**config.mk**
```make
export PLATFORM = sky130hd
export DESIGN_NAME = mips_bus_mem_responder
export DESIGN_NICKNAME = d
export VERILOG_FILES = /design/src/rtl/mips_bus_mem_responder.sv
export SDC_FILE = /design/constraint.sdc
export NUM_CORES = 2
export LEC_CHECK = 0
export CAP_MARGIN = 20
export CORE_ASPECT_RATIO = 1.75
export CORE_MARGIN = 8
export CORE_UTILIZATION = 45
export DETAILED_ROUTE_END_ITERATION = 16
export SETUP_SLACK_MARGIN = 0.1
export SLEW_MARGIN = 20
export SYNTH_ARGS = -nofsm -noshare
export SYNTH_HDL_FRONTEND = slang
export SYNTH_SLANG_ARGS = --single-unit
export TNS_END_PERCENT = 1
```
**constraint.sdc**
```tcl
create_clock -name clk -period 11.8 [get_ports clk]
set_input_delay 2.36 -clock clk [delete_from_list [all_inputs] [get_ports clk]]
set_output_delay 2.36 -clock clk [all_outputs]
set_load 0.05 [all_outputs]
```
**src/rtl/mips_bus_mem_responder.sv**
```systemverilog
// mips_bus_mem_responder: wait-state memory responder for the CPU bus (ports: clk, reset, address, read, write, byteenable, writedata -> waitrequest, readdata, protocol_error)
module mips_bus_mem_responder #(
  parameter int DEPTH = 64,
  parameter int WAIT_STATES = 1,
  parameter string INIT_FILE = ""
) (
  input  logic        clk,
  input  logic        reset,
  input  logic [31:0] address,
  input  logic        read,
  input  logic        write,
  input  logic [3:0]  byteenable,
  input  logic [31:0] writedata,
  output logic        waitrequest,
  output logic [31:0] readdata,
  output logic        protocol_error
);
  localparam logic [1:0] IDLE = 2'd0, WAIT = 2'd1, ACK = 2'd2;
  localparam logic [31:0] IBASE = 32'hBFC0_0000;
  localparam logic [31:0] SPAN = 32'(4 * DEPTH);
  localparam int AW = $clog2(2 * DEPTH);
  logic [1:0] state;
  logic [3:0] cnt;
  logic [31:0] addr_q, wdata_q, a, m;
  logic [3:0] be_q, b;
  logic rd_q, wr_q, wr_eff, req, in_d, in_i, hit, chg, last, enter_ack;
  logic [29:0] ioff;
  logic [AW-1:0] idx;
  logic [31:0] mem [2*DEPTH];
  always_comb begin
    req = read | write;
    a = state == IDLE ? address : addr_q;
    b = state == IDLE ? byteenable : be_q;
    wr_eff = state == IDLE ? write : wr_q;
    m = {{8{b[3]}}, {8{b[2]}}, {8{b[1]}}, {8{b[0]}}};
    ioff = a[31:2] - IBASE[31:2];
    in_d = a < SPAN;
    in_i = a >= IBASE && ioff < 30'(DEPTH);
    hit = a[1:0] == 2'b00 && (in_d || in_i);
    idx = in_d ? AW'(a[31:2]) : AW'(DEPTH) + AW'(ioff);
    chg = {address, byteenable, writedata, read, write} != {addr_q, be_q, wdata_q, rd_q, wr_q};
    last = state == IDLE ? WAIT_STATES == 1 : 5'(cnt) + 5'd1 == 5'(WAIT_STATES);
    enter_ack = req && last && state != ACK;
    waitrequest = state == IDLE ? req : state == WAIT;
  end
  always_ff @(posedge clk) begin
    if (reset) begin
      state <= IDLE;
      cnt <= 4'd0;
      readdata <= 32'd0;
      protocol_error <= 1'b0;
    end else begin
      if (state == IDLE && req) begin
        addr_q <= address;
        be_q <= byteenable;
        wdata_q <= writedata;
        rd_q <= read;
        wr_q <= write;
        cnt <= 4'd1;
        state <= last ? ACK : WAIT;
        if (!hit || (read && write)) protocol_error <= 1'b1;
      end else if (state == WAIT) begin
        state <= !req ? IDLE : last ? ACK : WAIT;
        cnt <= cnt + 4'd1;
        if (!req || chg) protocol_error <= 1'b1;
      end else if (state == ACK) begin
        state <= IDLE;
      end
      if (enter_ack && !wr_eff) readdata <= hit ? mem[idx] & m : 32'd0;
    end
  end
  always_ff @(posedge clk)
    if (!reset && state == ACK && wr_q && hit)
      for (int i = 0; i < 4; i++)
        if (be_q[i]) mem[idx][8*i+:8] <= wdata_q[8*i+:8];
endmodule

```
==> metrics <==
# IOs 106; DRC Markers 0; antenna viol nets, final 0; DR WL/cell 37.9 µm; gpl congestion 0.950; Main synth FF type edfxtp_1; GRT Overall Usage 30.9%; Worst Skew 50.3 ps; Core Area 353000 µm²; Synth area leaders edfxtp_1, o22ai_1, nand2_1; grt ovf 0; Crit path arrival time 4500 ps; post-cts resize count 0; H-tree levels 5; largest net degree at the start of global routing 130; FP Rows 289; Die H 803 µm; Post-DP HPWL 358 mm; Critical Path Start Type input pin; Post-Syn Area per Cell 14.9 µm²; Pins Over Slew Limit 0; Clk pin slew, worst setup/hold paths 60 ps; Pleak 55.5 nW; Net Sw Frac 24.3%; Yosys top cell area share 78.5%; Slew HR 11.0%; Post-synth EDFFs 4166; violation count after the first detailed-route iteration 15500; Port Buffers 105; global-route wire length before repair 821 mm; Tmin final 6860 ps; type of the worst min-delay path reg -> reg; #FFs+latches synth 4205; internal cell power 0.0237 W; P_sw 0.00761 W; Clock Sinks 4205; max_cap viols 0; register area share after synthesis 79.0%; post-CTS setup buffer count 0; CTS Buf Count 358; Layout Utilization 50.7%; Synth warnings 0; Final setup viols 0; worst hold path depth 2; Crit. End Element primary output; root buffer cell clkbuf_16; power share of the clock group 39.2%; initial antenna violation count 60; total number of vias 106000; CP Max Fanout 6; setup TNS 0 ps; RSZ-0062 raised after global routing no; chip width 466 µm; max frequency 146 MHz; layout cells sized above 1 10.0%; Mapped Nets 10800; sequential group share of total power 52.5%; Synth top cells by count edfxtp_1, nand2_1, o22ai_1; die area 374000 µm²; Power Density 175 nW/µm²; final wirelength 599 mm; Synth cell types 74; clock latency on the worst-skew pair 950 ps; via density per instance 6.71; Setup CP Type in -> out; cts hold-fix bufs 0; Initial Utilization 45.1%; Tcrit/Tclk final 58.2%; Max Buffers Root-to-Sink 4; Comb pwr share 8.3%; leading area contributor after synthesis edfxtp_1; Layout area overhead 12.5%; Nets 10900; Worst Reg-to-Reg Cells 13; synthesized cell area 159000 µm²; worst slew pin tran 1330 ps; count leader, synth edfxtp_1; CP required 9440 ps; CTS tree yes; DR pass1 iterations 9; FFs w/ async S/R, synth 0%; Final Hold Fails 0; Post-Syn Instances 10700; status finished clean; VDD IR-drop max 0.000124 V; vias in the first global route 104000
sequential cells by signal, indices dropped and copies added (netlist names):
name / flops
be_q: 4
state: 2
wr_q: 1
rd_q: 1
wdata_q: 32
readdata: 32
protocol_error: 1
mem: 4096
cnt: 4
addr_q: 32
critical path, cell delays in order:
cell,delay [ps]
clkdlybuf4s50_1,620
or2_2,200
nor2_1,40
or2_2,320
inv_1,100
clkdlybuf4s50_1,860
worst paths after layout:
| path | slack [ps] | endpoint | start |
|---|---|---|---|
| worst max-delay path | 4940 | waitrequest | write |
| worst min-delay path | 460 | protocol_error$_SDFFE_PP0P_ | protocol_error$_SDFFE_PP0P_ |
| worst max register to register | 6260 | readdata[10]$_SDFFE_PP0P_ | state[1]$_SDFFE_PP0P_ |
| worst min register to register | 460 | protocol_error$_SDFFE_PP0P_ | protocol_error$_SDFFE_PP0P_ |
power groups by stage:
stage | registers, W | clock network, W | logic, W
2_1_floorplan | 0.0169 | 0 | 0.00109
3_3_place_gp | 0.0168 | 0 | 0.00247
4_1_cts | 0.0164 | 0.0123 | 0.00249
6_report | 0.0164 | 0.0123 | 0.00258
5_1_grt | 0.0164 | 0.0128 | 0.00259
3_5_place_dp | 0.0168 | 0 | 0.00248
logic make-up (layout without fill, tap and decap cells):
family | after synthesis | after routing | synth area share [%]
AO/OA/AOI/OAI | 2600 | 2600 | 10.3
XOR/XNOR | 44 | 44 | 0.242
adder cells (fa/ha/maj) | 2 | 2 | 0.0157
buffers and inverters | 775 | 1165 | 2.06
flip-flops | 4205 | 4205 | 79.0
multiplexers | 65 | 65 | 0.412
other | 0 | 53 | 0
AND/OR/NAND/NOR | 3033 | 3033 | 7.95
cell usage in the layout, fill, tap and decap left out, types with 47 or more instances in the layout:
| cell | n |
|---|---|
| nand2_1 | 1395 |
| diode_2 | 53 |
| nor3_2 | 92 |
| buf_4 | 330 |
| clkbuf_1 | 56 |
| o22ai_1 | 1068 |
| clkinv_1 | 71 |
| o21ai_0 | 78 |
| nor4_1 | 106 |
| nor2_1 | 764 |
| clkinv_2 | 61 |
| a31oi_1 | 241 |
| o221ai_1 | 47 |
| clkdlybuf4s50_1 | 105 |
| a22oi_1 | 69 |
| bufinv_16 | 47 |
| a21oi_1 | 714 |
| a32oi_1 | 115 |
| nor3_1 | 226 |
| nand3_1 | 298 |
| nand2_2 | 48 |
| edfxtp_1 | 4166 |
| clkbuf_16 | 363 |
| mux2i_1 | 57 |
cell type report:
class	count	area, µm²
fill	29100	174000
sequential	4205	126000
multi-input combinational	5744	31100
clock buffer	427	9400
tap	4656	5830
timing repair buffer	479	4310
clock inverter	225	2440
antenna	53	133
inverter	34	128
metrics by stage:
step / worst slack (ps) / instances / hold slack, ps / cell area [µm²] / power, W
after floorplan: 3860 / 10700 / 507 / 159000 / 0.0180
after global placement: 4180 / 15100 / 447 / 167000 / 0.0192
after detailed placement: 4330 / 15100 / 446 / 167000 / 0.0193
after CTS: 4940 / 15800 / 454 / 179000 / 0.0312
after global routing: 4890 / 15800 / 469 / 179000 / 0.0318
final: 4940 / 15800 / 456 / 179000 / 0.0313
metal layers:
| metal | GRT usage [%] | part of all wire, % |
|---|---|---|
| met5 | 0 | 0.071 |
| met4 | 25.9 | 10 |
| met3 | 7.70 | 12 |
| met2 | 49.0 | 46 |
| met1 | 35.3 | 32 |
(Power assumes the default switching activity.)
